[src/rtl/knn_pkg.sv]
// Shared constants for the K-nearest-neighbour classifier: entry layout,
// derived widths and the vote FSM encoding.
package knn_pkg;

  localparam int DATA_W    = 32;
  localparam int LABEL_W   = 8;
  localparam int DATA_INFO = DATA_W + LABEL_W;
  localparam int K         = 4;
  localparam int NCLASS    = 10;

  localparam int CNT_W  = $clog2(K + 1);
  localparam int ADDR_W = $clog2(K);
  localparam int CLS_W  = $clog2(NCLASS);

  // Entry layout {dist, label}, also used by the insert/distance datapath
  localparam int DIST_MSB  = DATA_INFO - 1;
  localparam int DIST_LSB  = LABEL_W;
  localparam int LABEL_MSB = LABEL_W - 1;
  localparam int LABEL_LSB = 0;

  localparam logic [1:0] ST_IDLE = 2'd0;
  localparam logic [1:0] ST_READ = 2'd1;
  localparam logic [1:0] ST_SCAN = 2'd2;
  localparam logic [1:0] ST_DONE = 2'd3;

endpackage

[src/rtl/knn_label_hist.sv]
// Per-class vote counters plus the list index of each class's nearest member.
module knn_label_hist
  import knn_pkg::*;
(
  input  logic              clk,
  input  logic              rst,
  input  logic              clr,
  input  logic              inc,
  input  logic [CLS_W-1:0]  inc_cls,
  input  logic [ADDR_W-1:0] inc_idx,
  input  logic [CLS_W-1:0]  rd_cls,
  output logic [CNT_W-1:0]  rd_cnt,
  output logic [ADDR_W-1:0] rd_first
);

  logic [CNT_W-1:0]  cnt   [NCLASS];
  logic [ADDR_W-1:0] first [NCLASS];

  always_ff @(posedge clk) begin
    if (!rst || clr) begin
      for (int unsigned c = 0; c < NCLASS; c++) begin
        cnt[c]   <= '0;
        first[c] <= '0;
      end
    end else if (inc) begin
      cnt[inc_cls] <= cnt[inc_cls] + CNT_W'(1);
      // Entries arrive nearest-first, so the first hit is the closest member
      if (cnt[inc_cls] == '0)
        first[inc_cls] <= inc_idx;
    end
  end

  assign rd_cnt   = cnt[rd_cls];
  assign rd_first = first[rd_cls];

endmodule

[src/rtl/knn_vote.sv]
// Reads the sorted neighbour list, histograms the labels and picks the
// majority class, breaking ties toward the class with the nearest member.
module knn_vote
  import knn_pkg::*;
(
  input  logic                 clk,
  input  logic                 rst,
  input  logic                 start,
  input  logic [CNT_W-1:0]     n_valid,
  output logic                 rd_en,
  output logic [ADDR_W-1:0]    rd_addr,
  input  logic [DATA_INFO-1:0] rd_data,
  output logic [LABEL_W-1:0]   label,
  output logic [CNT_W-1:0]     votes,
  output logic                 done,
  output logic                 busy,
  output logic                 empty,
  output logic                 bad_label
);

  logic [1:0]        state;
  logic [CNT_W-1:0]  n_lat;
  logic              cap_vld;
  logic [ADDR_W-1:0] cap_idx;
  logic [CLS_W-1:0]  scan_c;
  logic [CLS_W-1:0]  best_label;
  logic [CNT_W-1:0]  best_cnt;
  logic [ADDR_W-1:0] best_first;

  logic [LABEL_W-1:0] cap_label;
  logic               label_ok;
  logic               hist_clr;
  logic               hist_inc;
  logic [CNT_W-1:0]   h_cnt;
  logic [ADDR_W-1:0]  h_first;
  logic               replace;
  logic               last_cls;
  logic               unused_dist;

  assign cap_label   = rd_data[LABEL_MSB:LABEL_LSB];
  assign unused_dist = ^rd_data[DIST_MSB:DIST_LSB];
  assign label_ok    = cap_label < LABEL_W'(NCLASS);
  assign hist_clr    = (state == ST_IDLE) && start;
  assign hist_inc    = (state == ST_READ) && cap_vld && label_ok;
  assign last_cls    = scan_c == CLS_W'(NCLASS - 1);

  // Zero-count classes can never replace: equality needs best_cnt > 0
  assign replace = (h_cnt > best_cnt) ||
                   ((h_cnt == best_cnt) && (best_cnt != '0) && (h_first < best_first));

  knn_label_hist u_hist (
    .clk      (clk),
    .rst      (rst),
    .clr      (hist_clr),
    .inc      (hist_inc),
    .inc_cls  (cap_label[CLS_W-1:0]),
    .inc_idx  (cap_idx),
    .rd_cls   (scan_c),
    .rd_cnt   (h_cnt),
    .rd_first (h_first)
  );

  always_ff @(posedge clk) begin
    if (!rst) begin
      state      <= ST_IDLE;
      n_lat      <= '0;
      cap_vld    <= 1'b0;
      cap_idx    <= '0;
      scan_c     <= '0;
      best_label <= '0;
      best_cnt   <= '0;
      best_first <= '0;
      rd_en      <= 1'b0;
      rd_addr    <= '0;
      label      <= '0;
      votes      <= '0;
      done       <= 1'b0;
      busy       <= 1'b0;
      empty      <= 1'b0;
      bad_label  <= 1'b0;
    end else begin
      case (state)
        ST_IDLE: begin
          if (start) begin
            n_lat      <= (n_valid > CNT_W'(K)) ? CNT_W'(K) : n_valid;
            empty      <= 1'b0;
            bad_label  <= 1'b0;
            cap_vld    <= 1'b0;
            scan_c     <= '0;
            best_label <= '0;
            best_cnt   <= '0;
            best_first <= '0;
            if (n_valid == '0) begin
              state <= ST_DONE;
              done  <= 1'b1;
              empty <= 1'b1;
              label <= '0;
              votes <= '0;
            end else begin
              state   <= ST_READ;
              busy    <= 1'b1;
              rd_en   <= 1'b1;
              rd_addr <= '0;
            end
          end
        end
        ST_READ: begin
          // Read data lags rd_en by one cycle; cap_vld/cap_idx track that lag
          cap_vld <= rd_en;
          cap_idx <= rd_addr;
          if (rd_en) begin
            if (CNT_W'(rd_addr) + CNT_W'(1) == n_lat)
              rd_en <= 1'b0;
            else
              rd_addr <= rd_addr + ADDR_W'(1);
          end
          if (cap_vld && !label_ok)
            bad_label <= 1'b1;
          if (cap_vld && !rd_en) begin
            state   <= ST_SCAN;
            rd_addr <= '0;
          end
        end
        ST_SCAN: begin
          if (replace) begin
            best_label <= scan_c;
            best_cnt   <= h_cnt;
            best_first <= h_first;
          end
          if (last_cls) begin
            state <= ST_DONE;
            done  <= 1'b1;
            busy  <= 1'b0;
            label <= {{(LABEL_W - CLS_W){1'b0}}, (replace ? scan_c : best_label)};
            votes <= replace ? h_cnt : best_cnt;
          end else begin
            scan_c <= scan_c + CLS_W'(1);
          end
        end
        ST_DONE: begin
          done  <= 1'b0;
          state <= ST_IDLE;
        end
        default: state <= ST_IDLE;
      endcase
    end
  end

endmodule

[config.mk]
export PLATFORM = sky130hd
export DESIGN_NAME = knn_vote
export DESIGN_NICKNAME = d
export VERILOG_FILES = /design/src/rtl/knn_pkg.sv /design/src/rtl/knn_label_hist.sv /design/src/rtl/knn_vote.sv
export SDC_FILE = /design/constraint.sdc
export NUM_CORES = 1
export LEC_CHECK = 0
export ABC_AREA = 1
export BUFFER_PORTS_ARGS = -buffer_cell sky130_fd_sc_hd__buf_4
export CAP_MARGIN = 20
export CORE_UTILIZATION = 30
export CTS_CLUSTER_SIZE = 24
export DETAILED_ROUTE_END_ITERATION = 8
export SYNTH_ARGS = -nofsm -noshare
export SYNTH_HDL_FRONTEND = slang
export SYNTH_SLANG_ARGS = --single-unit
[constraint.sdc]
create_clock -name clk -period 2.8 [get_ports clk]
set_clock_uncertainty 0.15 [all_clocks]
set_input_delay 0.14 -clock clk [delete_from_list [all_inputs] [get_ports clk]]
set_output_delay 0.14 -clock clk [all_outputs]
set_load 0.05 [all_outputs]
==> impl_metrics.ini <==
[run_status]
outcome = finished, final reports clean

[synth]
syn_avg_cell_area_sq_um = 8.86
share_of_the_synthesized_area_in_compound_gates_ao_oa_aoi_oai_pct = 16.0
synth_xor_xnor_area_share_pct = 0.141
yosys.cell_count.top_type = nand2_1
post_synth_fa_ha_maj_area_fraction_pct = 3.02
post_synth_edffs = 80
top_area_cell_type_share_of_the_netlist_area_pct = 38.6
ys_async_sr_fraction_pct = 0
synthMuxAreaShare_pct = 0
gate_count_post_synth = 702
ys.flop_type = edfxtp_1
synth-warning-count = 0
synth_top_cell_by_area = edfxtp_1
post_synth_main_area_contributors = edfxtp_1, dfxtp_1, o21ai_0, nand2_1, nor2_1
synthesis.area_sq_um = 6220
ys_ff_latch = 119
synth_seq_area_share_pct = 51.2
post_synth_num_cell_types = 41
yosys.area_share.simple_pct = 21.4
netlist_top_cells_count = nand2_1, nor2_1, edfxtp_1, o21ai_0, inv_1
combinational_family_with_the_most_area_after_synthesis = simple AND/OR/NAND/NOR gates

[placed_design]
dpl.hpwl_um = 10000
placer_s_final_routability_congestion_estimate = 0.838
portBuffers = 27

[floorplanning]
die_width_um = 146
placeableCoreArea_sq_um = 20300
row_count = 52
die_height_um = 146
design.portCount = 64
floorplan.initialDensity_pct = 30.6
floorplan.die_area_sq_um = 21300

[worst_setup_path]
timing_worst_setup_path_type = reg -> reg
critPathLaunchType = register
worst_ep_required_time_ns = 2.94
worstReg2RegEnd = label[2]
critical_path.endpoint_type = register
worst_ep_arrival_time_ns = 2.76
worstPathMaxFanout = 31
worstRegToRegCells = 14
reg2reg_slack_ns = 0.19

[routing]
postRouteAntennaNets = 0
vias = 4976
vias_per_cell = 4.68
drt-total-wl_um = 14200
wl_per_cell_um = 13.4
post-route-drc-count = 0
drt_iter0_drc = 389
dr.pass1.iters = 5

[clock_tree]
cts_post_setup_buffers_inserted = 0
clock_sink_count = 119
cts.reportedPaths.clkPinSlew_ns = 0.05
tritoncts = done
clkLatencyLatePin_ns = 0.41
cts_buffers = 17
cts-root-to-sink-buffers = 2
clock_tree.htree_level_count = 4
root_buffer = clkbuf_16

[flow_run]
drv.max_cap_violation_count = 0

[global_route]
global_route_wire_length_before_repair_um = 23000
grt_pass1_vias = 4593
globalRouteOverflowTotal = 0
initial_antenna_violation_count = 0
grt_max_degree = 37
grt_util_all_layers_pct = 13.8

[power]
clockPowerShare_pct = 32.1
cellPowerDensity_nw_per_um2 = 911
ir_worst_vdd_mv = 0.448
net-switching-power_uw = 2440
power.share.combinational_pct = 33.7
switching_share_pct = 35.2
cellInternalPower_uw = 4490
seq_power_share_pct = 34.2
leakage_uw = 0.00301

[timing]
slew_viol_final = 0
fin_setup_tns_ns = 0
post-route-period-util_pct = 93.4
post-route-min-period_ns = 2.61
setup-violations-final = 0
clock.fmax_ghz = 0.383
grt_setup_unrepaired = false
final_hold_viol_count = 0

[cells_and_area]
final_layout_size_suffix_gt1_share_pct = 17.3
n_antenna_cell = 0
finish.net_count = 841
area_growth_pct = 22.2
layout.core_utilization_pct = 37.4

[worst_hold_path]
hold_path_class = in -> reg
hold_path_end = n_lat[2]
min_from = start
holdPathStages = 4
==> per-stage QoR <==
| step | setup slack (ns) | area [sq um] | power [uW] | hold slack [ns] | std cells |
|---|---|---|---|---|---|
| 5_1_grt | 0.0127 | 7600 | 7320 | 0.0644 | 1063 |
| 4_1_cts | 0.0810 | 7570 | 6900 | 0.0462 | 1063 |
| 2_1_floorplan | 0.278 | 6340 | 4060 | 0.129 | 735 |
| 3_5_place_dp | 0.0822 | 6910 | 4670 | 0.250 | 1025 |
| 3_3_place_gp | 0.125 | 6910 | 4640 | 0.249 | 1025 |
| 6_report | 0.186 | 7600 | 6920 | 0.0598 | 1063 |
==> power by group through the flow <==
stage	logic (uW)	registers (uW)	clock network, uW
after floorplan	1400	2660	0
after global placement	2250	2400	0
after detailed placement	2260	2400	0
after CTS	2290	2370	2240
after global routing	2580	2410	2330
final	2330	2370	2220
==> sequential cells by signal, summed over array words and instances (netlist names), 3 cells and up, named ones only <==
name / count
best_cnt: 3
votes: 3
best_label: 4
label: 4
scan_c: 4
u_hist.cnt: 48
u_hist.first: 32
n_lat: 3
==> layer usage <==
layer	up-vias	global-route usage [%]	share of wire [%]
met1	2324	18.0	47
met5	-	0	0
met3	8	3.04	3.9
met4	0	5.05	0.70
li1	2529	-	-
met2	115	22.5	48
==> worst max-delay path by stage <==
stage,start,end,slack (ns),cells past startpoint
after floorplan,register,best_cnt[0],0.28,15
after global placement,register,label[2],0.12,15
after detailed placement,register,label[2],0.08,15
after CTS,register,label[2],0.08,15
after global routing,register,best_first[1],0.01,16
final,register,label[2],0.19,14
==> cell usage in the layout, fill, tap and decap left out, types with 4 or more instances in the layout <==
cell type      count
o21ai_1            7
dfxtp_1           37
clkbuf_16         17
nand3_2           13
nor2_2             4
o21ai_0           78
bufinv_16          4
ha_1              15
inv_1             72
a211oi_1           6
inv_2              7
buf_12             4
nor2_1            88
buf_4             50
dlygate4sd3_1      6
nand2_2           15
nand2_1           94
nor3_1             4
nand3_1           44
a21oi_1           50
clkinv_2           4
o211ai_1          20
clkbuf_1           4
conb_1            34
edfxtp_1          80
==> repair_timing <==
action,in CTS,in global routing
resized for setup,0,9
hold buffers,6,0
setup endpoints to repair,0,16
endpoints found under the hold margin,26,0
==> worst max-delay path, stage by stage (launching register included) <==
cell      delay [ns]
dfxtp_2         0.35
buf_12          0.17
nor2_1          0.10
o21ai_0         0.10
o211ai_1        0.28
nand2_2         0.14
ha_1            0.32
nand3_1         0.12
a311oi_2        0.19
buf_4           0.15
nand2_4         0.10
nand2_8         0.11
nand2_2         0.06
nand3_2         0.07
a21oi_1         0.06
==> cell families after synthesis <==
family                   after synthesis
AND/OR/NAND/NOR                      278
AO/OA/AOI/OAI                        175
flip-flops                           119
buffers and inverters                113
adder cells (fa/ha/maj)               15
XOR/XNOR                               1
other                                  1
==> final cells by class <==
class	count	area (sq um)
fillers	2074	12700
flip-flops and latches	119	3190
multi-input cells	503	2670
repair buffers	60	515
clock buffers	21	440
well taps	270	338
inverters	79	297
clock inverters	11	155
Note: power is estimated with default switching activity, not from simulation.
